## config.mk

```make
export PLATFORM = sky130hd
export DESIGN_NAME = instr_issue_unit
export DESIGN_NICKNAME = d
export VERILOG_FILES = /design/src/rtl/instr_issue_unit.sv
export SDC_FILE = /design/constraint.sdc
export NUM_CORES = 1
export LEC_CHECK = 0
export ABC_AREA = 1
export ABC_CLOCK_PERIOD_IN_PS = 4810
export BUFFER_PORTS_ARGS = -buffer_cell sky130_fd_sc_hd__buf_4
export CAP_MARGIN = 10
export CELL_PAD_IN_SITES_DETAIL_PLACEMENT = 0
export CELL_PAD_IN_SITES_GLOBAL_PLACEMENT = 2
export CORE_MARGIN = 4
export CORE_UTILIZATION = 38
export CTS_BUF_LIST = sky130_fd_sc_hd__clkbuf_4 sky130_fd_sc_hd__clkbuf_8
export DETAILED_ROUTE_END_ITERATION = 7
export PLACE_DENSITY_LB_ADDON = 0.1
export SETUP_SLACK_MARGIN = 0.5
export SYNTH_ARGS = -nofsm -noshare
export SYNTH_HDL_FRONTEND = slang
export SYNTH_SLANG_ARGS = --single-unit
```

## constraint.sdc

```tcl
create_clock -name clk -period 4.81 [get_ports clk]
set_clock_uncertainty 0.15 [all_clocks]
set_input_delay 0.7215 -clock clk [delete_from_list [all_inputs] [get_ports clk]]
set_output_delay 0.7215 -clock clk [all_outputs]
set_load 0.02 [all_outputs]
```

## src/rtl/instr_issue_unit.sv

```systemverilog
// Purpose: buffers RV32 instruction words and issues the Opcode/Funct field pair to top_control.
// Latency: a word written to an idle unit is issued one clock edge after its write. There is no bypass path.
// Backpressure: in_ready deasserts while the FIFO holds DEPTH words. Outputs hold stable while issue_ready=0.
//
// Ports:
//   clk, rst_n          rising-edge clock, asynchronous active-low reset
//   flush               synchronous clear of FIFO and output stage (illegal_cnt is kept)
//   in_valid/in_ready   instruction input handshake, in_instr = 32-bit word
//   issue_valid/ready   output handshake for Opcode, Funct and illegal
//   count               FIFO occupancy, not counting the word in the output stage
//   illegal_cnt         saturating count of illegal instructions handed off
module instr_issue_unit #(
    parameter int DEPTH  = 4,
    parameter int ADDR_W = 2,
    parameter int CNT_W  = 8
) (
    input  logic              clk,
    input  logic              rst_n,
    input  logic              flush,
    input  logic              in_valid,
    output logic              in_ready,
    input  logic [31:0]       in_instr,
    output logic              issue_valid,
    input  logic              issue_ready,
    output logic [6:0]        Opcode,
    output logic [3:0]        Funct,
    output logic              illegal,
    output logic [ADDR_W:0]   count,
    output logic [CNT_W-1:0]  illegal_cnt
);

    typedef enum logic {ST_EMPTY, ST_FULL} state_t;

    localparam logic [ADDR_W:0] FULL_CNT = (ADDR_W+1)'(DEPTH);

    state_t state;
    state_t state_nxt;

    // Only the decoded fields are kept, as {instr[30], instr[14:12], instr[6:0]}.
    logic [10:0]       mem [DEPTH];
    logic [10:0]       in_fields;
    logic [10:0]       head;
    logic [ADDR_W-1:0] wr_ptr;
    logic [ADDR_W-1:0] rd_ptr;
    logic              push;
    logic              load;
    logic              handoff;
    logic              has_data;
    logic              head_illegal;
    logic              unused_instr_bits;

    assign in_fields         = {in_instr[30], in_instr[14:12], in_instr[6:0]};
    assign unused_instr_bits = ^{in_instr[31], in_instr[29:15], in_instr[11:7]};

    assign in_ready    = (count != FULL_CNT);
    assign has_data    = (count != '0);
    assign issue_valid = (state == ST_FULL);
    // A flush drops any word offered in the same cycle, even though in_ready may be 1.
    assign push        = in_valid && in_ready && !flush;
    assign head        = mem[rd_ptr];

    always_comb begin
        head_illegal = 1'b1;
        case (head[6:0])
            7'b0110011, 7'b0000011, 7'b0100011, 7'b1100011: head_illegal = 1'b0;
            default: head_illegal = 1'b1;
        endcase
    end

    // Output stage: load pops the FIFO head into the output registers.
    always_comb begin
        state_nxt = state;
        load      = 1'b0;
        handoff   = 1'b0;
        case (state)
            ST_EMPTY: begin
                if (has_data) begin
                    load      = 1'b1;
                    state_nxt = ST_FULL;
                end
            end
            ST_FULL: begin
                if (issue_ready) begin
                    handoff = 1'b1;
                    if (has_data) begin
                        load = 1'b1;
                    end else begin
                        state_nxt = ST_EMPTY;
                    end
                end
            end
            default: state_nxt = ST_EMPTY;
        endcase
        // flush takes priority over pop and handoff.
        if (flush) begin
            state_nxt = ST_EMPTY;
            load      = 1'b0;
            handoff   = 1'b0;
        end
    end

    always_ff @(posedge clk or negedge rst_n) begin
        if (!rst_n) begin
            state <= ST_EMPTY;
        end else begin
            state <= state_nxt;
        end
    end

    // The storage array has no reset. The pointers and count decide which entries are valid.
    always_ff @(posedge clk) begin
        if (push) begin
            mem[wr_ptr] <= in_fields;
        end
    end

    always_ff @(posedge clk or negedge rst_n) begin
        if (!rst_n) begin
            wr_ptr <= '0;
            rd_ptr <= '0;
            count  <= '0;
        end else if (flush) begin
            wr_ptr <= '0;
            rd_ptr <= '0;
            count  <= '0;
        end else begin
            if (push) begin
                wr_ptr <= wr_ptr + 1'b1;
            end
            if (load) begin
                rd_ptr <= rd_ptr + 1'b1;
            end
            count <= count + {{ADDR_W{1'b0}}, push} - {{ADDR_W{1'b0}}, load};
        end
    end

    // Output registers keep their last value when the stage empties or is flushed.
    always_ff @(posedge clk or negedge rst_n) begin
        if (!rst_n) begin
            Opcode  <= '0;
            Funct   <= '0;
            illegal <= 1'b0;
        end else if (load) begin
            Opcode  <= head[6:0];
            Funct   <= head[10:7];
            illegal <= head_illegal;
        end
    end

    always_ff @(posedge clk or negedge rst_n) begin
        if (!rst_n) begin
            illegal_cnt <= '0;
        end else if (handoff && illegal && (illegal_cnt != {CNT_W{1'b1}})) begin
            illegal_cnt <= illegal_cnt + 1'b1;
        end
    end

endmodule

```

==> results.json <==
{
  "antenna_found_initial": 0,
  "layout_commonest_cell": "nand2_1",
  "n_fill_cell": 770,
  "final_nets": 385,
  "vias": 2082,
  "switching_share": 0.353,
  "ff_latch_area_mm2": 0.00202,
  "fin_cells": 447,
  "rr_worst_depth": 11,
  "clockBufferDepth": 2,
  "intPower_mw": 1.31,
  "slowest_stage": "dfrtp_1",
  "cts.sinks": 72,
  "crit_chain": "nor2_1, nand2_1, nand2_1, nor2_2, ha_1, inv_1, ha_1, inv_1, fa_1, xor2_1, nor2_1",
  "die_area_mm2": 0.00961,
  "dr.pass1.iters": 4,
  "grt-ovfl-total": 0,
  "utilization": 0.476,
  "dp.cells": 431,
  "combPwrFrac": 0.308,
  "setup_viol": 0,
  "post-route-period-util": 0.524,
  "first_iter_violations": 79,
  "stdcell_area_mm2": 0.00371,
  "cp_num_cells": 11,
  "multi_input_area_um2": 891,
  "chipHeight_um": 98.0,
  "hpwl_mm": 4.15,
  "cp_num_buf_inv": 2,
  "fin_hold_ws_ns": 0.148,
  "cp.arrival_ns": 2.64,
  "maxCapViolCount": 0,
  "yosysSeqAreaShare": 0.657,
  "grt_pass1_vias": 1941,
  "grt.total_usage": 0.137,
  "relSlewSlack": 0.443,
  "detail_route.wl_per_cell_um": 13.9,
  "io_pins": 62,
  "drt_drc_violations_left": 0,
  "core_mm2": 0.00781,
  "cts_hold_buffers": 0,
  "cp-start-kind": "register",
  "grt_pass1_wl_mm": 10.1,
  "netlist_area_mm2": 0.00308,
  "grt_max_degree": 29,
  "critPathTopFamily": "adder cells",
  "syn_nets": 338,
  "cp.required_ns": 4.93,
  "die_w_um": 98.0,
  "hold_viol_final": 0,
  "fmax_ghz": 0.397,
  "path_clk_slew_ns": 0.08,
  "synth-seq-cells": 72,
  "yosysUniqueCellTypes": 28,
  "start_util": 0.394,
  "root_buffer": "clkbuf_8",
  "finalPower_mw": 2.02,
  "outcome": "completed",
  "avgSynthCellArea_um2": 10.5,
  "ctsResizeCount": 0,
  "maxSlewViolCount": 0,
  "antenna_cells": 0,
  "row_count": 32,
  "postRouteAntennaNets": 0,
  "post_dp_cell_area_mm2": 0.00349,
  "rsz0062_at_grt": "false",
  "hp-class": "primary input to async pin",
  "insertion_delay_ns": 0.34,
  "post_drt_via_cell_ratio": 4.66,
  "cts_tree": "built",
  "p_leak_nw": 1.65,
  "tightest_slew_ns": 0.836,
  "fin_ws_ns": 2.29,
  "layout-drive-gt1-share": 0.194,
  "wl_mm": 6.22,
  "power_density_mw_per_mm2": 544,
  "cts_inserted_buffers": 9,
  "cp-end-kind": "register",
  "setup_tns_ns": 0,
  "routabilityCongestion": 0.729,
  "irDropWorstVdd_mv": 0.285,
  "cp_max_fo": 12,
  "htree_levels": 3,
  "portBuffers": 40,
  "power_frac_seq": 0.432,
  "crit_type": "register to register",
  "cts_setup_buffers": 0,
  "mostFrequentLayoutCells": "nand2_1 (86), buf_4 (44), edfxtp_1 (44), inv_1 (30), dfrtp_1 (28)",
  "clockPowerShare": 0.260,
  "p_sw_mw": 0.712,
  "synth_warnings": 0,
  "pre_cts_ws_ns": 1.92,
  "syn_inst": 293,
  "area_growth_pct": 20.6,
  "period_needed_ns": 2.52,
  "max_stage_delay_ns": 0.45
}
-- routing by layer --
metal  wire length [µm]  GRT usage
met4                 65     0.0383
met3                334     0.0464
met1               2860      0.179
met2               2950      0.218
met5                  0          0
-- cell type report --
class                           instances  area share
Multi-Input combinational cell        181       0.240
Clock buffer                           10      0.0354
Timing Repair Buffer                   44      0.0889
Clock inverter                          6      0.0249
Inverter                               32      0.0323
Tap cell                              102      0.0344
Sequential cell                        72       0.544
-- logic make-up after synthesis --
group | after synthesis | synth area share
fa+ha+maj | 8 | 0.0349
buf+inv | 40 | 0.0540
xor+xnor | 7 | 0.0199
flops | 72 | 0.657
compound gates | 26 | 0.0447
simple gates | 140 | 0.190
-- synth_stat cells --
cell type / n / area, µm²
edfxtp_1: 44 / 1320
nor3_2: 1 / 10.0
nand3_2: 1 / 10.0
inv_1: 30 / 113
nor3_1: 2 / 10.0
nand3b_1: 1 / 7.51
o22ai_1: 4 / 25.0
o21a_1: 1 / 7.51
xor2_1: 3 / 26.3
nor2_1: 25 / 93.8
nand4_1: 1 / 6.26
ha_1: 7 / 87.6
o21ai_0: 17 / 85.1
nand2_4: 1 / 11.3
inv_2: 2 / 7.51
buf_4: 1 / 7.51
or2_2: 1 / 6.26
buf_2: 4 / 20.0
buf_6: 1 / 11.3
dfrtp_1: 28 / 701
a21oi_1: 3 / 15.0
nand2_1: 86 / 323
fa_1: 1 / 20.0
nor2_2: 1 / 6.26
xnor2_1: 4 / 35.0
clkbuf_1: 2 / 7.51
o21ai_1: 1 / 5.00
nand3_1: 20 / 100
-- path summary, 6_finish.rpt --
kind | endpoint | slack, ns | startpoint
worst min register to register | Opcode[6] | 0.33 | Opcode[6]
min in group clk | Opcode[6] | 0.33 | Opcode[6]
worst max register to register | count[2] | 2.29 | count[1]
max in group asynchronous | Funct[0] | 4.07 | rst_n
worst max-delay path | count[2] | 2.29 | count[1]
worst min-delay path | Opcode[4] | 0.15 | rst_n
-- flip-flops by register name, indices dropped and copies added (netlist names) --
signal	cells
mem	44
illegal_cnt	8
Opcode	7
Funct	4
count	3
rd_ptr	2
wr_ptr	2
illegal	1
issue_valid	1
-- power groups by stage --
stage	sequential [mW]	combinational, mW	clock (mW)
final	0.873	0.622	0.526
after global routing	0.894	0.705	0.570
after CTS	0.878	0.638	0.543
after detailed placement	0.891	0.636	0
after global placement	0.890	0.634	0
after floorplan	0.935	0.348	0
(Power assumes the default switching activity.)
